==> config.mk <==
export PLATFORM = sky130hd
export DESIGN_NAME = dsp_run_ctrl
export DESIGN_NICKNAME = d
export VERILOG_FILES = /design/src/rtl/dsp_run_ctrl.sv
export SDC_FILE = /design/constraint.sdc
export NUM_CORES = 1
export LEC_CHECK = 0
export CAP_MARGIN = 10
export CORE_MARGIN = 5
export CORE_UTILIZATION = 30
export DETAILED_ROUTE_END_ITERATION = 8
export PLACE_DENSITY = 0.63
export SETUP_SLACK_MARGIN = 0.2
export SYNTH_ARGS = -nofsm -noshare
export SYNTH_HDL_FRONTEND = slang
export SYNTH_SLANG_ARGS = --single-unit
==> constraint.sdc <==
create_clock -name i_clk -period 3.57 [get_ports i_clk]
set_input_delay 0.714 -clock i_clk [delete_from_list [all_inputs] [get_ports i_clk]]
set_output_delay 0.714 -clock i_clk [all_outputs]
set_load 0.005 [all_outputs]
==> src/rtl/dsp_run_ctrl.sv <==
// Program-load and run sequencer for the dsp core: streams words into imem/dmem,
// pulses the core reset, then runs until halt or a cycle budget, reporting status.
module dsp_run_ctrl #(
   parameter int unsigned WORD_W     = 16,
   parameter int unsigned IMEM_DEPTH = 256,
   parameter int unsigned DMEM_DEPTH = 256,
   parameter int unsigned RST_CYCLES = 4,
   parameter logic [31:0] TIMEOUT    = 32'd4096,
   localparam int unsigned IA_W      = $clog2(IMEM_DEPTH),
   localparam int unsigned DA_W      = $clog2(DMEM_DEPTH)
) (
   input  logic              i_clk,
   input  logic              i_reset,
   input  logic              i_load_valid,
   output logic              o_load_ready,
   input  logic              i_load_sel,
   input  logic [WORD_W-1:0] i_load_data,
   input  logic              i_start,
   input  logic              i_clear,
   output logic              o_imem_we,
   output logic [IA_W-1:0]   o_imem_addr,
   output logic [WORD_W-1:0] o_imem_wdata,
   output logic              o_dmem_we,
   output logic [DA_W-1:0]   o_dmem_addr,
   output logic [WORD_W-1:0] o_dmem_wdata,
   output logic              o_cpu_rst,
   input  logic              i_cpu_halt,
   output logic              o_busy,
   output logic              o_done,
   output logic              o_timeout,
   output logic              o_load_err,
   output logic [31:0]       o_cycle_count
);

   localparam int unsigned RC_W = $clog2(RST_CYCLES + 1);

   typedef enum logic [1:0] {S_IDLE, S_RSTP, S_RUN, S_DONE} state_t;

   state_t              r_state, w_next;
   logic [IA_W:0]       r_icnt;
   logic [DA_W:0]       r_dcnt;
   logic [RC_W-1:0]     r_rst_cnt;
   logic [31:0]         r_cycle_count;
   logic                r_timeout, r_load_err;
   logic                r_imem_we, r_dmem_we;
   logic [IA_W-1:0]     r_imem_addr;
   logic [DA_W-1:0]     r_dmem_addr;
   logic [WORD_W-1:0]   r_imem_wdata, r_dmem_wdata;

   logic w_load_fire, w_i_full, w_d_full, w_go, w_clr, w_rst_last, w_cc_max;

   assign w_load_fire = i_load_valid && (r_state == S_IDLE);
   // Counters are one bit wider than the address so "full" (== DEPTH) is representable.
   assign w_i_full    = (r_icnt == (IA_W + 1)'(IMEM_DEPTH));
   assign w_d_full    = (r_dcnt == (DA_W + 1)'(DMEM_DEPTH));
   assign w_go        = i_start && (r_state == S_IDLE || r_state == S_DONE);
   assign w_clr       = i_clear && !i_start && (r_state == S_DONE);
   assign w_rst_last  = (r_rst_cnt == RC_W'(RST_CYCLES - 1));
   assign w_cc_max    = (r_cycle_count == TIMEOUT);

   always_ff @(posedge i_clk or posedge i_reset) begin
      if (i_reset) r_state <= S_IDLE;
      else         r_state <= w_next;
   end

   always_comb begin
      w_next       = r_state;
      o_load_ready = 1'b0;
      o_cpu_rst    = 1'b1;
      o_busy       = 1'b0;
      o_done       = 1'b0;
      case (r_state)
         S_IDLE: begin
            o_load_ready = 1'b1;
            if (i_start) w_next = S_RSTP;
         end
         S_RSTP: begin
            o_busy = 1'b1;
            if (w_rst_last) w_next = S_RUN;
         end
         S_RUN: begin
            o_busy    = 1'b1;
            o_cpu_rst = 1'b0;
            if (i_cpu_halt || w_cc_max) w_next = S_DONE;
         end
         S_DONE: begin
            o_done = 1'b1;
            if (i_start)      w_next = S_RSTP;
            else if (i_clear) w_next = S_IDLE;
         end
         default: w_next = S_IDLE;
      endcase
   end

   always_ff @(posedge i_clk or posedge i_reset) begin
      if (i_reset) begin
         r_icnt        <= '0;
         r_dcnt        <= '0;
         r_rst_cnt     <= '0;
         r_cycle_count <= '0;
         r_timeout     <= 1'b0;
         r_load_err    <= 1'b0;
         r_imem_we     <= 1'b0;
         r_dmem_we     <= 1'b0;
         r_imem_addr   <= '0;
         r_dmem_addr   <= '0;
         r_imem_wdata  <= '0;
         r_dmem_wdata  <= '0;
      end else begin
         r_imem_we <= 1'b0;
         r_dmem_we <= 1'b0;
         if (w_load_fire) begin
            if (!i_load_sel) begin
               if (w_i_full) r_load_err <= 1'b1;
               else begin
                  r_imem_we    <= 1'b1;
                  r_imem_addr  <= r_icnt[IA_W-1:0];
                  r_imem_wdata <= i_load_data;
                  r_icnt       <= r_icnt + (IA_W + 1)'(1);
               end
            end else begin
               if (w_d_full) r_load_err <= 1'b1;
               else begin
                  r_dmem_we    <= 1'b1;
                  r_dmem_addr  <= r_dcnt[DA_W-1:0];
                  r_dmem_wdata <= i_load_data;
                  r_dcnt       <= r_dcnt + (DA_W + 1)'(1);
               end
            end
         end
         if (w_clr) begin
            r_icnt     <= '0;
            r_dcnt     <= '0;
            r_load_err <= 1'b0;
         end
         if (w_go) begin
            r_rst_cnt     <= '0;
            r_cycle_count <= '0;
            r_timeout     <= 1'b0;
         end
         if (r_state == S_RSTP && !w_rst_last) r_rst_cnt <= r_rst_cnt + RC_W'(1);
         // Halt takes priority over the budget check; the halting cycle is not counted.
         if (r_state == S_RUN && !i_cpu_halt) begin
            if (w_cc_max) r_timeout     <= 1'b1;
            else          r_cycle_count <= r_cycle_count + 32'd1;
         end
      end
   end

   assign o_imem_we     = r_imem_we;
   assign o_imem_addr   = r_imem_addr;
   assign o_imem_wdata  = r_imem_wdata;
   assign o_dmem_we     = r_dmem_we;
   assign o_dmem_addr   = r_dmem_addr;
   assign o_dmem_wdata  = r_dmem_wdata;
   assign o_timeout     = r_timeout;
   assign o_load_err    = r_load_err;
   assign o_cycle_count = r_cycle_count;

endmodule

---- Word level (Yosys, flattened, before mapping) ----
Cells that the tools add are included.
word-level totals
  bits of input ports ..................... 23
  logic and storage cells ................. 95
  output and inout bits ................... 88
  flip-flop bits (word level) ............. 107
operators by class
  multiplexer cells ....................... 37
  bitwise gates (word level) .............. 3
  $add $sub $neg .......................... 4
  reduce and logical (&&, ||, !) cells .... 23
  equality and inequality tests ........... 15
operator list
  kind                                                               count
  32-bit 2-to-1 mux                                                  3
  9-bit 2-to-1 mux                                                   8
  32-bit by 1-bit adder with 32-bit output, second input constant    1
  32-bit by 13-bit == test with 1-bit output, second input constant  1
  9-bit by 1-bit adder with 9-bit output, second input constant      2
  9-bit == test, second input constant                               2
  1-bit 2-to-1 mux                                                   18
  3-bit AND reduction                                                5
  2-bit 2-to-1 mux                                                   5
  2-bit case mux with 4 select lines                                 1
  1-bit logical AND                                                  6
  3-bit 2-to-1 mux                                                   2
  2-bit by 1-bit != test with 1-bit output, second input constant    3
  2-bit != test, second input constant                               3
  2-bit nonzero test                                                 3
  2-bit == test, second input constant                               2
  4-bit AND reduction                                                1
  3-bit by 1-bit adder with 3-bit output, second input constant      1
  3-bit by 2-bit == test with 1-bit output, second input constant    1
  1-bit logical NOT                                                  3
  3-bit by 1-bit != test with 1-bit output, second input constant    1
  3-bit != test, second input constant                               1
  1-bit NOT                                                          3
  3-bit nonzero test                                                 1
  4 further kinds                                                    5

---- Depth between registers and ports, before layout ----
  depth after elaboration ................. 6
  mapped depth ............................ 9

---- Least setup slack after synthesis ----
No wires, ideal clock.
  kind .................................... input -> register
  from .................................... input port i_clear
  to ...................................... register r_load_err, in the netlist o_load_err
  stages on the path ...................... 4
  arrival time ............................ 1.763 ns
  data required time ...................... 3.438 ns
  buffers on the path ..................... 1
  setup slack ............................. 1.675 ns
  path through ............................ inv_1 -> nor3b_1 -> clkbuf_1 -> nor2_1
on the way
  longest elaborated chain between the ends .. 4
ends and longest elaborated chain
  item                                                                        line  source
  start, declared                                                             19    input logic i_clear,
  1-bit logical AND (*) (2 in a row)                                          57    assign w_clr = i_clear && !i_start && (r_state == S_DONE);
  3-bit by 1-bit != test with 1-bit output (no line) (tied with other cells)  -
  3-bit AND reduction (no line)                                               -
  end signal, assigned                                                        102   r_load_err <= 1'b0;
  end signal, assigned                                                        114   if (w_i_full) r_load_err <= 1'b1;
  end signal, assigned                                                        122   if (w_d_full) r_load_err <= 1'b1;
  end, declared                                                               44    logic r_timeout, r_load_err;
Mark *: on every way between the ends. The rest lies on a longest branch, timed or not.
A chain may end at the register's enable or synchronous reset.

---- Final worst setup path ----
  from .................................... register r_state[0]
  to ...................................... output port o_load_ready
on the way
  longest elaborated chain between the ends .. 2
ends and longest elaborated chain
  item                    line  source
  start, declared         39    state_t r_state, w_next;
  start signal, assigned  63    else r_state <= w_next;
  2-bit logical NOT       72    case (r_state)
  1-bit 2-to-1 mux        72
  end, declared           15    output logic o_load_ready,
No other way between the ends.

==> summary.txt <==
Status
  • Outcome: finished clean

Global route
  • Initial antenna violation count: 0
  • All-Layer GR Usage: 13.9%
  • First-pass GRT wire length: 22.2 mm
  • Vias in the first global route: 4289
  • Largest net degree at the start of global routing: 48
  • GR Overflow Total: 0

Logic synthesis
  • Yosys cell types: 46
  • Biggest area consumer among synthesized cells: dfrtp_1
  • Mapped Cells: 500
  • Main area contributors after synthesis: dfrtp_1 (52%), mux2_2 (6.6%), nand2_1 (5.4%)
  • Share of the synthesized area in the top cell type: 52.0%
  • Post-synth ARST share: 100%
  • Post-synth top cells: dfrtp_1 (107), nand2_1 (74), nand3_1 (34)
  • Synth Flop Type: dfrtp_1
  • Sequential area share after synthesis: 52.0%
  • Synthesis-stage register bit count: 107
  • Syn nets: 536
  • Number of synthesized flops with an enable pin: 0
  • Cell Area, Synth: 5150 um^2
  • Top-count cell post-synth: dfrtp_1
  • Synthesis warning total: 0
  • Synthesized area per cell: 10.3 um^2

Drt
  • Vias/cell: 4.94
  • DR pass1 iterations: 4
  • DRT antenna net count: 0
  • Total Wirelength: 13.3 mm
  • Number of remaining DRC errors: 0
  • Vias: 4134
  • Routed wire per std cell: 15.9 um
  • DR iter-0 viols: 248

Clock tree
  • CTS clk-pin slew, worst paths: 0.07 ns
  • CTS root buf: clkbuf_16
  • Post CTS Setup Buffer Count: 0
  • Worst skew pair latency: 0.36 ns
  • Hold_buf cts: 0
  • CTS tree: yes
  • TritonCTS Sinks: 107
  • CTS H-Tree Depth: 3
  • CTS resizes: 0
  • Clk buf depth: 2
  • Num CTS Buffers: 9

Die
  • Die Span Y: 141 um
  • Initial Utilization: 30.2%
  • Die footprint: 19900 um^2
  • Ports: 111
  • Site Rows: 48
  • Core Area: 17100 um^2
  • Die X: 141 um

Timing
  • Max Clock Skew: 0.0132 ns
  • Slew HR: 37.0%
  • Min Clock Period, post-route: 2.52 ns
  • Final worst-path cycle share: 70.6%
  • Fmax: 397 MHz
  • Slew Limit Fails: 0
  • # setup viols final: 0
  • Setup TNS: 0 ns
  • Unrepaired setup endpoints after global routing: no
  • Worst slew pin tran: 0.943 ns
  • Fin. Hold Viols: 0

Placement
  • IO Port Bufs: 110
  • Placed Instances: 822
  • Gp weighted congestion: 0.840
  • HPWL after detailed placement: 9.80 mm
  • DP Area: 6530 um^2

Critical path
  • Startpoint Class: flip-flop
  • Crit-path max cell delay: 0.57 ns
  • Critical path class: reg2out
  • CP Cell Sequence: inv_1 -> ha_1 -> clkdlybuf4s50_1
  • Arr. time, crit path: 1.81 ns
  • Crit path capture type: output pin
  • CP Max Fanout: 5
  • Required @ worst endpoint: 2.86 ns
  • CP max-delay cell: clkdlybuf4s50_1

Final layout
  • Final Cell Area: 6800 um^2
  • Fin nets: 644
  • Final cell count without fillers: 837
  • ANT cells: 0
  • Fillers: 1667
  • Share of cells above drive strength 1: 10.6%
  • Layout area overhead: 32.1%

Pwr
  • Max VDD drop: 0.392 mV
  • Pwr Density: 609 nW/um^2
  • P_leak: 2.98 nW

Worst hold path
  • Min-delay worst type: reg2reg

Flow run
  • Max-capacitance violation count: 0
[through the flow]
| stage | hold slack (ns) | util (%) | power, W | setup slack (ns) |
|---|---|---|---|---|
| final | 0.471 | 39.9 | 0.00414 | 1.05 |
| after global routing | 0.496 | 39.9 | 0.00444 | 0.948 |
| after CTS | 0.479 | 39.9 | 0.00421 | 1.00 |
| after detailed placement | 0.462 | 38.3 | 0.00323 | 0.902 |
| after global placement | 0.458 | 38.3 | 0.00318 | 0.960 |
| after floorplan | 0.450 | - | 0.00241 | 1.57 |
[power breakdown]
group	internal (W)	switching [W]
registers	0.00150	0.000217
clock network	0.000495	0.000456
logic	0.000797	0.000678
total	0.00279	0.00135
[final timing paths]
check                                             from                     endpoint  cells past startpoint  slack [ns]
max                             r_state[0]$_DFFE_PP0P_                 o_load_ready                      3        1.05
max in group asynchronous                      i_reset  o_dmem_wdata[7]$_DFFE_PP0P_                      3        1.93
min reg2reg                o_dmem_wdata[6]$_DFFE_PP0P_  o_dmem_wdata[6]$_DFFE_PP0P_                      2        0.47
min in group asynchronous                      i_reset  o_cycle_count[10]$_DFF_PP0_                      2        0.91
min                        o_dmem_wdata[6]$_DFFE_PP0P_  o_dmem_wdata[6]$_DFFE_PP0P_                      2        0.47
max reg2reg                      r_dcnt[0]$_DFFE_PP0P_   o_dmem_addr[7]$_DFFE_PP0P_                      6        1.21
[flip-flops by register name (all words and copies together) (netlist names)]
| signal | count |
|---|---|
| o_cycle_count | 32 |
| o_dmem_wdata | 16 |
| o_imem_wdata | 16 |
| r_dcnt | 9 |
| r_icnt | 9 |
| o_dmem_addr | 8 |
| o_imem_addr | 8 |
| r_rst_cnt | 3 |
| r_state | 2 |
| o_dmem_we | 1 |
| o_imem_we | 1 |
| o_load_err | 1 |
| o_timeout | 1 |
[cell type report]
cell class | instances | area [um^2] | area share [%]
Timing Repair Buffer | 121 | 1200 | 17.6
Inverter | 17 | 67.6 | 0.993
Tap cell | 225 | 282 | 4.14
Clock inverter | 4 | 33.8 | 0.497
Sequential cell | 107 | 2680 | 39.4
Clock buffer | 11 | 243 | 3.57
Multi-Input combinational cell | 352 | 2300 | 33.9
[kinds of logic (layout without fill, tap and decap cells)]
group	count (synthesis)	after routing	synth area share (%)
xor+xnor	19	19	3.23
flops	107	107	52.0
mux	43	43	9.11
compound gates	57	57	7.09
fa+ha+maj	13	13	3.16
simple gates	220	220	21.7
buf+inv	41	153	3.74
[critical path: cells and delay by family (launching register included)]
family,cells,cell delay (ns)
buffers and inverters,2,0.71
DFF,1,0.43
adders and majority gates,1,0.31
[metal layers]
| layer | vias up | GRT usage [%] | wire, um |
|---|---|---|---|
| met3 | 11 | 7.50 | 1640 |
| met4 | 0 | 3.31 | 143 |
| li1 | 1965 | - | - |
| met1 | 2005 | 16.6 | 5480 |
| met5 | - | 0 | 0 |
| met2 | 153 | 22.1 | 6040 |
[placed cells by master, fill, tap and decap left out, types with 8 or more instances in the layout]
| cell type | n |
|---|---|
| nor3_1 | 17 |
| a211o_1 | 8 |
| a21oi_1 | 9 |
| o21ai_0 | 11 |
| xnor2_1 | 9 |
| ha_1 | 13 |
| clkdlybuf4s50_1 | 110 |
| nand4_1 | 14 |
| nand2_1 | 74 |
| clkbuf_16 | 9 |
| mux2_2 | 30 |
| nor2_1 | 30 |
| nand3_1 | 34 |
| xor2_1 | 10 |
| and3_1 | 12 |
| mux2i_1 | 12 |
| inv_1 | 16 |
| o21ai_1 | 12 |
| dfrtp_1 | 107 |
| buf_4 | 10 |
Power figures use the tool's default switching activity.
